`config.mk`:
```
export PLATFORM = sky130hd
export DESIGN_NAME = mem_access
export DESIGN_NICKNAME = d
export VERILOG_FILES = /design/src/rtl/mem_access_pkg.sv /design/src/rtl/mem_align.sv /design/src/rtl/mem_access.sv
export SDC_FILE = /design/constraint.sdc
export NUM_CORES = 1
export LEC_CHECK = 0
export ABC_AREA = 1
export BUFFER_PORTS_ARGS = -buffer_cell sky130_fd_sc_hd__buf_2
export CORE_MARGIN = 2
export CORE_UTILIZATION = 53
export DETAILED_ROUTE_END_ITERATION = 6
export PLACE_DENSITY = 0.86
export SKIP_LAST_GASP = 1
export SLEW_MARGIN = 10
export SYNTH_ARGS = -nofsm -noshare
export SYNTH_HDL_FRONTEND = slang
export SYNTH_HIERARCHICAL = 1
export SYNTH_SLANG_ARGS = --single-unit
```
`constraint.sdc`:
```
create_clock -name clk -period 3.82 [get_ports clk]
set_clock_uncertainty 0.2 [all_clocks]
set_input_delay 0.764 -clock clk [delete_from_list [all_inputs] [get_ports clk]]
set_output_delay 0.764 -clock clk [all_outputs]
set_load 0.005 [all_outputs]
```
`src/rtl/mem_access_pkg.sv`:
```
`default_nettype none
// ============================================================================
//  Module      : mem_access_pkg
//  Description : Shared definitions for the MEM pipeline stage: ALU operation
//                encodings for memory instructions, access-size type, FSM
//                state encoding and small decode helpers.
//  Revision    : 1.0  initial release
// ============================================================================
package mem_access_pkg;

    // Memory-instruction operation codes (defines.v encodings)
    localparam logic [7:0] C_OP_LB  = 8'b1110_0000;
    localparam logic [7:0] C_OP_LBU = 8'b1110_0100;
    localparam logic [7:0] C_OP_LH  = 8'b1110_0001;
    localparam logic [7:0] C_OP_LHU = 8'b1110_0101;
    localparam logic [7:0] C_OP_LW  = 8'b1110_0011;
    localparam logic [7:0] C_OP_SB  = 8'b1110_1000;
    localparam logic [7:0] C_OP_SH  = 8'b1110_1001;
    localparam logic [7:0] C_OP_SW  = 8'b1110_1011;
    localparam logic [7:0] C_OP_LL  = 8'b1111_0000;
    localparam logic [7:0] C_OP_SC  = 8'b1111_1000;

    typedef enum logic [1:0] {
        SZ_BYTE = 2'd0,
        SZ_HALF = 2'd1,
        SZ_WORD = 2'd2
    } size_e;

    typedef enum logic [1:0] {
        ST_IDLE = 2'd0,
        ST_WAIT = 2'd1,
        ST_DONE = 2'd2
    } state_e;

    function automatic logic is_mem_op(input logic [7:0] op);
        case (op)
            C_OP_LB, C_OP_LBU, C_OP_LH, C_OP_LHU, C_OP_LW, C_OP_LL,
            C_OP_SB, C_OP_SH, C_OP_SW, C_OP_SC: is_mem_op = 1'b1;
            default:                            is_mem_op = 1'b0;
        endcase
    endfunction

    function automatic logic is_load_op(input logic [7:0] op);
        case (op)
            C_OP_LB, C_OP_LBU, C_OP_LH, C_OP_LHU, C_OP_LW, C_OP_LL:
                is_load_op = 1'b1;
            default:
                is_load_op = 1'b0;
        endcase
    endfunction

    function automatic size_e op_size(input logic [7:0] op);
        case (op)
            C_OP_LB, C_OP_LBU, C_OP_SB: op_size = SZ_BYTE;
            C_OP_LH, C_OP_LHU, C_OP_SH: op_size = SZ_HALF;
            default:                    op_size = SZ_WORD;
        endcase
    endfunction

endpackage
`default_nettype wire

```
`src/rtl/mem_align.sv`:
```
`default_nettype none
// ============================================================================
//  Module      : mem_align
//  Description : Purely combinational lane steering for big-endian accesses.
//                Generates byte enables and replicated store data, and
//                extracts/extends load data from the captured read word.
//  Ports       : aluop      - operation code
//                addr_lo    - address bits [1:0]
//                store_data - register value to be stored
//                rdata      - captured bus read word
//                sel        - byte enables (bit 3 = bits [31:24])
//                wdata      - store data replicated across lanes
//                ldata      - extracted, extended load result
//  Revision    : 1.0  initial release
// ============================================================================
module mem_align
    import mem_access_pkg::*;
(
    input  logic [7:0]  aluop,
    input  logic [1:0]  addr_lo,
    input  logic [31:0] store_data,
    input  logic [31:0] rdata,
    output logic [3:0]  sel,
    output logic [31:0] wdata,
    output logic [31:0] ldata
);

    // Shifting the addressed lane up to the top of the word lets byte and
    // halfword extraction always read from bits [31:24] / [31:16].
    logic [31:0] w_shifted;
    logic        w_signed;

    assign w_shifted = rdata << {addr_lo, 3'b000};
    assign w_signed  = (aluop == C_OP_LB) || (aluop == C_OP_LH);

    always_comb begin
        sel   = 4'b0000;
        wdata = 32'h0;
        ldata = 32'h0;
        case (op_size(aluop))
            SZ_BYTE: begin
                sel   = 4'b1000 >> addr_lo;
                wdata = {4{store_data[7:0]}};
                ldata = w_signed ? {{24{w_shifted[31]}}, w_shifted[31:24]}
                                 : {24'h0, w_shifted[31:24]};
            end
            SZ_HALF: begin
                sel   = addr_lo[1] ? 4'b0011 : 4'b1100;
                wdata = {2{store_data[15:0]}};
                ldata = w_signed ? {{16{w_shifted[31]}}, w_shifted[31:16]}
                                 : {16'h0, w_shifted[31:16]};
            end
            default: begin
                sel   = 4'b1111;
                wdata = store_data;
                ldata = rdata;
            end
        endcase
    end

endmodule
`default_nettype wire

```
`src/rtl/mem_access.sv`:
```
`default_nettype none
// ============================================================================
//  Module      : mem_access
//  Description : MEM pipeline stage. Runs loads, stores, LL and SC over a
//                request/acknowledge data bus, stalls the pipeline while an
//                access is outstanding and produces writeback / LL-bit fields.
//  Ports       : clk, rst           - clock, synchronous active-high reset
//                flush              - exception flush, aborts any access
//                ex_*               - instruction fields from EX/MEM
//                llbit_i, wb_llbit_*- LL bit and its WB-stage forwarding
//                mem_*              - writeback fields to MEM/WB
//                exc_adel/exc_ades  - load / store address error
//                bus_*              - data-bus master interface
//                stallreq           - pipeline stall request
//  Revision    : 1.0  initial release
// ============================================================================
module mem_access
    import mem_access_pkg::*;
#(
    parameter int BUS_TIMEOUT = 255
)(
    input  logic        clk,
    input  logic        rst,
    input  logic        flush,
    input  logic [4:0]  ex_wd,
    input  logic        ex_wreg,
    input  logic [31:0] ex_wdata,
    input  logic [7:0]  ex_aluop,
    input  logic [31:0] ex_mem_addr,
    input  logic [31:0] ex_reg2,
    input  logic        llbit_i,
    input  logic        wb_llbit_we,
    input  logic        wb_llbit_value,
    output logic [4:0]  mem_wd,
    output logic        mem_wreg,
    output logic [31:0] mem_wdata,
    output logic        mem_llbit_we,
    output logic        mem_llbit_value,
    output logic        exc_adel,
    output logic        exc_ades,
    output logic        bus_req,
    output logic        bus_we,
    output logic [31:0] bus_addr,
    output logic [3:0]  bus_sel,
    output logic [31:0] bus_wdata,
    input  logic [31:0] bus_rdata,
    input  logic        bus_ack,
    output logic        bus_err,
    output logic        stallreq
);

    localparam int C_CNT_W = $clog2(BUS_TIMEOUT + 1);

    state_e               r_state;
    logic [C_CNT_W-1:0]   r_cnt;
    logic [31:0]          r_rdata_q;

    logic        w_is_mem;
    logic        w_is_load;
    logic        w_is_sc;
    logic        w_fwd_ll;
    logic        w_aligned;
    logic        w_sc_fail;
    logic        w_start;
    logic [3:0]  w_sel;
    logic [31:0] w_wdata;
    logic [31:0] w_ldata;

    assign w_is_mem  = is_mem_op(ex_aluop);
    assign w_is_load = is_load_op(ex_aluop);
    assign w_is_sc   = (ex_aluop == C_OP_SC);
    assign w_fwd_ll  = wb_llbit_we ? wb_llbit_value : llbit_i;
    assign w_sc_fail = w_is_sc && !w_fwd_ll;

    always_comb begin
        case (op_size(ex_aluop))
            SZ_HALF: w_aligned = !ex_mem_addr[0];
            SZ_WORD: w_aligned = (ex_mem_addr[1:0] == 2'b00);
            default: w_aligned = 1'b1;
        endcase
    end

    // A bus cycle is launched only for an aligned access; an SC whose link
    // has already been broken completes immediately without touching the bus.
    assign w_start = w_is_mem && w_aligned && !w_sc_fail;

    mem_align u_align (
        .aluop      (ex_aluop),
        .addr_lo    (ex_mem_addr[1:0]),
        .store_data (ex_reg2),
        .rdata      (r_rdata_q),
        .sel        (w_sel),
        .wdata      (w_wdata),
        .ldata      (w_ldata)
    );

    always_ff @(posedge clk) begin
        if (rst) begin
            r_state   <= ST_IDLE;
            bus_req   <= 1'b0;
            bus_we    <= 1'b0;
            bus_err   <= 1'b0;
            bus_addr  <= 32'h0;
            bus_wdata <= 32'h0;
            bus_sel   <= 4'b0000;
            r_cnt     <= '0;
            r_rdata_q <= 32'h0;
        end else if (flush) begin
            r_state <= ST_IDLE;
            bus_req <= 1'b0;
            bus_err <= 1'b0;
            r_cnt   <= '0;
        end else begin
            case (r_state)
                ST_IDLE: begin
                    bus_err <= 1'b0;
                    if (w_start) begin
                        bus_req   <= 1'b1;
                        bus_we    <= !w_is_load;
                        bus_addr  <= {ex_mem_addr[31:2], 2'b00};
                        bus_sel   <= w_sel;
                        bus_wdata <= w_wdata;
                        r_cnt     <= '0;
                        r_state   <= ST_WAIT;
                    end
                end
                ST_WAIT: begin
                    if (bus_ack) begin
                        r_rdata_q <= bus_rdata;
                        bus_req   <= 1'b0;
                        r_state   <= ST_DONE;
                    end else if (r_cnt == C_CNT_W'(BUS_TIMEOUT - 1)) begin
                        // BUS_TIMEOUT cycles in WAIT with no ack: abandon.
                        r_rdata_q <= 32'h0;
                        bus_req   <= 1'b0;
                        bus_err   <= 1'b1;
                        r_state   <= ST_DONE;
                    end else begin
                        r_cnt <= r_cnt + 1'b1;
                    end
                end
                ST_DONE: begin
                    // The instruction leaves MEM this cycle.
                    bus_err <= 1'b0;
                    r_state <= ST_IDLE;
                end
                default: begin
                    r_state <= ST_IDLE;
                end
            endcase
        end
    end

    always_comb begin
        mem_wd          = 5'd0;
        mem_wreg        = 1'b0;
        mem_wdata       = 32'h0;
        mem_llbit_we    = 1'b0;
        mem_llbit_value = 1'b0;
        exc_adel        = 1'b0;
        exc_ades        = 1'b0;
        stallreq        = 1'b0;
        if (!rst) begin
            mem_wd = ex_wd;
            if (!w_is_mem) begin
                mem_wreg  = ex_wreg;
                mem_wdata = ex_wdata;
            end else begin
                case (r_state)
                    ST_IDLE: begin
                        if (!w_aligned) begin
                            exc_adel = w_is_load;
                            exc_ades = !w_is_load;
                        end else if (w_sc_fail) begin
                            mem_wreg  = 1'b1;
                            mem_wdata = 32'h0;
                        end else begin
                            stallreq = !flush;
                        end
                    end
                    ST_WAIT: begin
                        stallreq = !flush;
                    end
                    ST_DONE: begin
                        if (w_is_sc) begin
                            mem_wreg        = 1'b1;
                            mem_wdata       = 32'h1;
                            mem_llbit_we    = 1'b1;
                            mem_llbit_value = 1'b0;
                        end else if (w_is_load) begin
                            mem_wreg  = ex_wreg;
                            mem_wdata = w_ldata;
                            if (ex_aluop == C_OP_LL) begin
                                mem_llbit_we    = 1'b1;
                                mem_llbit_value = 1'b1;
                            end
                        end
                    end
                    default: begin
                        stallreq = 1'b0;
                    end
                endcase
            end
        end
    end

endmodule
`default_nettype wire

```
=== After elaboration in Yosys (flattened, before gate mapping) ===
Cells that the tools add are included.

* Bits in registers: 111
* Output and inout bits: 114
* Word-level logic and storage cells: 124

* Add/subtract/negate cells: 1
* Equal/unequal tests: 20
* Shift-type cells: 2
* Multiplexer cells: 64
* Bitwise logic cells: 1
* Reduce and logical (&&, ||, !) cells: 27

{| class="wikitable"
|+ Operators with widths
! operator !! number
|-
| 2-to-1 mux 32 bit || 9
|-
| one-hot mux 32 bit (2 select lines) || 2
|-
| == test 8 bit, second input constant || 11
|-
| 2-to-1 mux 1 bit || 36
|-
| << shifter 32 x 5 -> 32 bit || 1
|-
| 2-to-1 mux 8 bit || 3
|-
| one-hot mux 8 bit (2 select lines) || 1
|-
| AND reduction 3 bit || 4
|-
| one-hot mux 1 bit (2 select lines) || 5
|-
| OR reduction 10 bit || 1
|-
| adder 8 x 1 -> 8 bit, second input constant || 1
|-
| != test 2 bit, second input constant || 4
|-
| one-hot mux 2 bit (2 select lines) || 2
|-
| one-hot mux 4 bit (2 select lines) || 1
|-
| zero test 2 bit || 3
|-
| 2-to-1 mux 2 bit || 3
|-
| nonzero test 2 bit || 3
|-
| OR reduction 3 bit || 2
|-
| OR reduction 6 bit || 1
|-
| zero test 1 bit || 5
|-
| 2-to-1 mux 5 bit || 1
|-
| == test 2 x 1 -> 1 bit, second input constant || 2
|-
| == test 2 bit, second input constant || 2
|-
| 2-to-1 mux 4 bit || 1
|-
| other kinds (8) || 11
|}

=== Logic depth before layout (Yosys ltp) ===
Gate-level depths: netlist (run 1).

* Depth after elaboration: 10
* Depth in mapped cells: 12
* Mapped depth without buffers: 10

=== Hierarchy ===
The synthesis (run 1) kept the hierarchy.

{| class="wikitable"
|+ By module, submodules not included
! module !! times used !! cells each !! area each (sq um)
|-
| mem_access || 1 || 715 || 4927.2
|-
| mem_align || 1 || 347 || 1676.6
|}

=== Worst setup path after synthesis (run 1) ===
No wires, ideal clock.

* Path kind: in2out
* From: input port rst
* To: output port exc_adel
* Arrival time: 1.860 ns
* Setup slack: 0.996 ns
* Stages: 6
* Path buffers: 3
* Path through: clkbuf_1 inv_1 clkbuf_1 clkbuf_1 nand3_1 a21oi_1

* Word-level cells in the longest chain between the ends: 1

{| class="wikitable"
|+ RTL lines
! what !! RTL line !! text
|-
| start, declared || mem_access.sv:23 || <nowiki>input logic rst,</nowiki>
|-
| 2-to-1 mux 1 bit || mem_access.sv:163 || <nowiki>if (!rst) begin</nowiki>
|-
| end, declared || mem_access.sv:39 || <nowiki>output logic exc_adel,</nowiki>
|}

No other way between the ends.

=== Final worst setup path (run 1) ===
* From: input port ex_aluop[0]
* To: output port mem_wdata[29]

* Word-level cells in the longest chain between the ends: 10
* Elaborated cells on any way between the ends: 28

{| class="wikitable"
|+ RTL lines
! what !! RTL line !! text
|-
| start, declared || mem_access.sv:28 || <nowiki>input logic [7:0] ex_aluop,</nowiki>
|-
| == test 8 bit, on equally long branches || mem_access_pkg.sv:36, mem_access_pkg.sv:44, mem_access_pkg.sv:53 ||
|-
| OR reduction 3 bit || mem_access_pkg.sv:53 || <nowiki>case (op)</nowiki>
|-
| one-hot mux 2 bit (2 select lines) || mem_access_pkg.sv:53 ||
|-
| == test 2 x 1 -> 1 bit or zero test 2 bit (tied branches) || mem_align.sv:40, mem_access.sv:76 ||
|-
| one-hot mux 32 bit (2 select lines) || mem_align.sv:40 || <nowiki>case (op_size(aluop))</nowiki>
|-
| 2-to-1 mux 32 bit || mem_access.sv:190 || <nowiki>end else if (w_is_load) begin</nowiki>
|-
| 2-to-1 mux 32 bit || mem_access.sv:185 || <nowiki>if (w_is_sc) begin</nowiki>
|-
| 2-to-1 mux 32 bit || -- ||
|-
| 2-to-1 mux 32 bit (*) || mem_access.sv:165 || <nowiki>if (!w_is_mem) begin</nowiki>
|-
| 2-to-1 mux 32 bit (*) || mem_access.sv:163 ||
|-
| end, declared || mem_access.sv:36 || <nowiki>output logic [31:0] mem_wdata,</nowiki>
|}

Mark *: on every way between the ends. The rest lies on a longest branch, timed or not.

==> results.ini, run 1 <==
[setup_path]
arrival_ns = 2.38
path_class = input pin to primary output
critPathRequiredTime_ns = 2.86
critPathLaunchType = input pin
timing.rr.start = r_state[0]$_SDFFE_PP0P_
critPathCaptureType = primary output
r2r_slack_ns = 1.66
r2r_cells = 7
r2r-end = bus_wdata[14]$_SDFFE_PP0P_
path_max_fanout = 24

[min_path]
min_to = bus_req$_SDFFE_PP0P_
holdPathStages = 2
min_from = bus_req$_SDFFE_PP0P_
hold_path_class = flip-flop to flip-flop

[global_routing]
grt_pass1_wl_um = 30500
grt_use_met2 = 0.506
track_usage = 0.283
use_met1 = 0.327
grt-busiest-layer = met2
grt_max_degree = 57
grt_use_met3 = 0.0554
grt_overflow = 0
grt_pass1_vias = 6744
antenna_found_initial = 0

[clock_network]
cts_tree = built
post_cts_resized = 0
clkTransAtPathRegs_ns = 0.08
clkLatencyLatePin_ns = 0.36
clockRootBuffer = clkbuf_16
postCtsSetupBuffers = 0
cts.sinks = 111
htree_levels = 3
cts_hold_repair.buffers = 0
cts_buffers = 9
clk_path_buf_depth = 2

[synth]
synthFlopType = dfxtp_1
synth_seq_area_share = 0.336
syn_inst = 1062
yosys-top-cells-count = 247 x nand2_1, 188 x nor2_1, 134 x o21ai_0, 118 x nand3_1, 111 x dfxtp_1
synth_cell_types = 35
synth.avg_cell_area_um2 = 6.22
synth-edff-count = 0
synth.most_common_cell = nand2_1
ys_seq_elements = 111
synth.top_cell.area_share = 0.336
yosys_warnings = 6
synth.area.top_cells = dfxtp_1 34%, nand2_1 14%, nor2_1 11%
async_flop_share = 0
yosysTopAreaCell = dfxtp_1
synth_area_mm2 = 0.00660

[power_and_ir_drop]
cellPowerDensity_mw_per_mm2 = 297
p_leak_nw = 3.94
ir_drop_uv = 310

[sta]
layout_setup_ws_ns = 0.474
tightest_slew_ns = 0.634
hold_violations = 0
fin_crit_sh = 0.876
max_slew_margin = 0.574
max_freq_mhz = 299
slew_violations = 0
rsz0062_at_grt = no
tns_ns = 0
fin_crit_ns = 3.35
setup_viol = 0

[run_status]
status = finished, final reports clean

[cells_and_area]
layout.nets = 1427
stdcell_count = 1449
drive_above_1_share = 0.262
nFillCells = 1170
seqCellArea_mm2 = 0.00222
synthToLayoutAreaGrowth_pct = 22.3
antenna_cells = 0
multi_input_area_mm2 = 0.00353

[routing]
drc_errors = 0
viasPerCell = 5.17
drtIter0Drc = 579
dr_total_vias = 7490
routed_wl_um = 19700
avgRoutedWirePerCell_um = 13.6
antenna_left = 0
firstDrtPassIters = 6

[placement]
pre_cts_ws_ns = 0.546
dp.cells = 1433
gp_congestion = 0.952
dpl.hpwl_um = 14600
port_buffers = 260

[die]
die_w_um = 116
ios = 263
coreArea_mm2 = 0.0121
fp.dieH_um = 116
dieArea_mm2 = 0.0134
rows = 40
start_util = 0.545

[run]
maxCapViolCount = 0

worst max-delay path, cell delays in order:
cell and delay [ns]:
buf_2 0.14, nor2_2 0.15, nand4_1 0.21, nand3_2 0.20, nand4_1 0.24, buf_4 0.29
o21ai_0 0.21, buf_2 0.15
flip-flops by register name, indices dropped and copies added (netlist names):
register   flops
bus_wdata     32
r_cnt          8
bus_we         1
bus_req        1
bus_addr      30
bus_err        1
r_rdata_q     32
bus_sel        4
r_state        2
where the power goes:
part	switching [W]	internal [W]
Sequential	0.00000252	0.00116
Combinational	0.000174	0.000127
Clock	0.000475	0.000459
kinds of logic after synthesis:
logic type               after synthesis  synth area share
flip-flops                           111             0.336
AO/OA/AOI/OAI                        172             0.137
AND/OR/NAND/NOR                      592             0.390
multiplexers                           1           0.00152
XOR/XNOR                               1           0.00133
buffers and inverters                182             0.130
other                                  1          0.000568
adder cells (fa/ha/maj)                2           0.00379
layout by cell type (no fill, tap or decap), types with 2 or more instances in the layout:
cell       synthesis  layout
nand3_1          118     118
nand3_4            2       2
nor2_1           188     188
ha_1               2       2
inv_1            104     103
o21ai_1           16      16
dfxtp_1          111     111
nand3_2            3       3
clkinv_2           0       2
buf_2             14     260
nor2_8             2       2
a21oi_1           10      10
nor2_2             7       7
nor3_1             4       4
clkbuf_16          0       9
o21ai_2           10      10
nand4_1            7       7
buf_4             12      11
inv_2              7       8
inv_6              0       3
nand2_1          247     247
nor2_4             5       5
conb_1             1       2
nand2_4            2       2
nand2_2            4       4
o21ai_0          134     134
area by class of cell:
class / count / area share
tap: 168 / 0.0260
sequential: 111 / 0.275
inverter: 112 / 0.0524
multi-input combinational: 770 / 0.437
clock inverter: 7 / 0.00790
timing repair buffer: 272 / 0.174
clock buffer: 9 / 0.0279
through the flow:
| step | instance area, um2 | hold slack [ns] | power (W) | utilization |
|---|---|---|---|---|
| finish | 8080 | 0.269 | 0.00240 | 0.667 |
| global route | 8080 | 0.302 | 0.00249 | 0.667 |
| CTS | 8080 | 0.273 | 0.00241 | 0.667 |
| detailed placement | 7790 | 0.260 | 0.00149 | 0.643 |
| global placement | 7790 | 0.248 | 0.00148 | 0.643 |
| floorplan | 6610 | 0.253 | 0.00136 | - |
routing by layer:
metal  up-vias  wire (um)
li1       3780          -
met1      3319       7910
met2       339       9660
met3        52       1480
met4         0        612
met5         -          0
worst max path at each step:
stage / startpoint / end / depth (start not counted)
2_1_floorplan: rst / exc_adel / 6
3_3_place_gp: ex_aluop[3] / mem_wdata[23] / 7
3_5_place_dp: ex_aluop[6] / mem_wdata[29] / 9
6_report: ex_aluop[0] / mem_wdata[29] / 8
5_1_grt: ex_aluop[2] / mem_wdata[26] / 7
4_1_cts: ex_aluop[0] / mem_wdata[29] / 8
(Power assumes the default switching activity.)
==> inputs of run 2 (changes only) <==
Settings changed: REMOVE_ABC_BUFFERS set to 1.
==> run 2 against run 1 <==
Maximum frequency decreased by 5.0%. Via count down 0.28%. Combinational power barely moved. First-iteration DRC count grew 19%. Sequential share of layout area fell by 0.14 points. Clock-buffer cell count increased by 1. Routed wire length shrank 1.9%. Hold slack lost 0.0019 ns. Highest routed layer unchanged. Power increased by 3.8%. Clock power up 10%. Register-to-register slack worse by 0.37 ns.
==> results.ini, run 2 (synthesis results as in run 1) <==
[setup_path]
path_class = input pin to primary output  ; unchanged
path_max_fanout = 19  ; was 24
path_cells = buf_2, inv_1, nand2_1, nor2_4, nand2_4, inv_4, nand2_1, nand3_1, a21oi_1, o31ai_1, buf_2  ; was buf_2, nor2_2, nand4_1, nand3_2, nand4_1, buf_4, o21ai_0, buf_2
critPathCaptureType = primary output  ; unchanged
timing.rr.start = r_cnt[4]$_SDFFE_PP0P_  ; was r_state[0]$_SDFFE_PP0P_
critPathLaunchType = input pin  ; unchanged
arrival_ns = 2.56  ; was 2.38 ns
path_delay_family = simple AND/OR/NAND/NOR gates  ; unchanged
worst-path-buf-inv = 4  ; was 3
r2r_slack_ns = 1.29  ; was 1.66 ns
startpoint = ex_aluop[4]  ; was ex_aluop[0]
critPathRequiredTime_ns = 2.86  ; about the same
cp_slowest_stage_delay_ns = 0.37  ; was 0.29 ns
cp_slowest_cell = nor2_4  ; was buf_4

[cells_and_area]
layout.nets = 1429  ; was 1427
drive_above_1_share = 0.262  ; about the same
reg_top3 = bus_wdata (32), r_rdata_q (32), bus_addr (30)  ; unchanged
fin_util = 0.670  ; was 0.667
final_cell_mix = 260 x buf_2, 247 x nand2_1, 188 x nor2_1  ; unchanged
fin_area_mm2 = 0.00812  ; was 0.00808 mm2
final_common_cell = buf_2  ; unchanged
multi_input_area_mm2 = 0.00353  ; unchanged
seqCellArea_mm2 = 0.00222  ; unchanged
synthToLayoutAreaGrowth_pct = 22.9  ; was 22.3%
nFillCells = 1154  ; was 1170

[global_routing]
antenna_found_initial = 1  ; was 0
grt_pass1_vias = 6597  ; was 6744
track_usage = 0.282  ; was 0.283
grt_max_degree = 73  ; was 57
grt_pass1_wl_um = 30300  ; was 30500 um
grt_overflow = 0  ; unchanged

[run_status]
status = finished, final reports clean  ; unchanged

[run]
maxCapViolCount = 0  ; unchanged

[clock_network]
htree_levels = 3  ; unchanged
post_cts_resized = 0  ; unchanged
clkTransAtPathRegs_ns = 0.07  ; was 0.08 ns
clkLatencyLatePin_ns = 0.35  ; was 0.36 ns
postCtsSetupBuffers = 0  ; unchanged
cts.sinks = 111  ; unchanged
clk_path_buf_depth = 2  ; unchanged
cts_buffers = 9  ; unchanged
cts_hold_repair.buffers = 0  ; unchanged
cts_tree = built  ; unchanged
clockRootBuffer = clkbuf_16  ; unchanged

[die]
rows = 40  ; unchanged
fp.dieH_um = 116  ; unchanged
die_w_um = 116  ; unchanged
dieArea_mm2 = 0.0134  ; unchanged
coreArea_mm2 = 0.0121  ; unchanged
start_util = 0.545  ; unchanged
ios = 263  ; unchanged

[min_path]
min_from = bus_req$_SDFFE_PP0P_  ; unchanged
hold_path_class = flip-flop to flip-flop  ; unchanged

[power_and_ir_drop]
p_leak_nw = 3.96  ; was 3.94 nW
ir_drop_uv = 200  ; was 310 uV
cellPowerDensity_mw_per_mm2 = 307  ; was 297 mW/mm2

[sta]
rsz0062_at_grt = no  ; unchanged
fin_crit_sh = 0.922  ; was 0.876
slew_violations = 0  ; unchanged
holdWs_ns = 0.267  ; was 0.269 ns
tns_ns = 0  ; unchanged
tightest_slew_ns = 1.15  ; was 0.634 ns
setup_viol = 0  ; unchanged
max_slew_margin = 0.230  ; was 0.574
hold_violations = 0  ; unchanged
max_freq_mhz = 284  ; was 299 MHz
fin_crit_ns = 3.52  ; was 3.35 ns

[routing]
drc_errors = 0  ; unchanged
antenna_left = 0  ; unchanged
firstDrtPassIters = 5  ; was 6
routed_wl_um = 19300  ; was 19700 um
viasPerCell = 5.14  ; was 5.17
avgRoutedWirePerCell_um = 13.3  ; was 13.6 um
drtIter0Drc = 689  ; was 579
dr_total_vias = 7469  ; was 7490

[placement]
post_dp_cell_area_mm2 = 0.00779  ; about the same
dpl.hpwl_um = 13800  ; was 14600 um
gp_congestion = 0.894  ; was 0.952
port_buffers = 260  ; unchanged

## run 2: cell count changes in the layout (fill, tap and decap cells not counted)
cell	before	now
inv_8	1	0
bufinv_16	0	2
clkinv_2	2	0
clkinv_4	0	4
diode_2	0	1
clkinv_8	1	0
buf_4	11	14
buf_12	1	0
clkbuf_1	0	1
inv_6	3	0
## run 2: through the flow
step,total power [W],cells,worst slack [ns]
final,0.00249,1452,0.297
after detailed placement,0.00149,1435,0.321
after CTS,0.00250,1451,0.316
after global placement,0.00148,1435,0.363
after floorplan,0.00133,993,-0.447
after global routing,0.00258,1452,0.133
## run 2: cell type report
type	instances	area share
Inverter	112	0.0521
Timing Repair Buffer	274	0.173
Clock inverter	6	0.0117
Sequential cell	111	0.274
Clock buffer	10	0.0282
Tap cell	168	0.0259
Antenna cell	1	0.000308
Multi-Input combinational cell	770	0.435
## run 2: report_power, final
part           internal, W  switching (W)  leakage [nW]  total [W]
clock             0.000580       0.000447         0.157    0.00103
sequential         0.00116     0.00000244         0.894    0.00116
combinational     0.000128       0.000171          2.91   0.000300
## run 2: worst reg2reg max path: stages (launching register included)
cell and delay (ns):
dfxtp_1 0.42, nand2_1 0.07, nor2_1 0.16, nand4_1 0.16, nand2_1 0.15, nand3_1 0.83, nand3_1 0.32, o21ai_0 0.12
## run 2: per-layer routing
layer,wire [um],global-route usage,vias up
met5,0,0,-
met1,7900,0.333,3329
met3,1680,0.0575,33
met2,9250,0.497,311
li1,-,-,3796
met4,464,0.117,0
## run 2: worst paths after layout
check / to / depth (start not counted)
min: bus_req$_SDFFE_PP0P_ / 2
max reg2reg: r_rdata_q[15]$_SDFFE_PP0P_ / 7
min reg2reg: bus_req$_SDFFE_PP0P_ / 2
max: mem_wdata[0] / 11
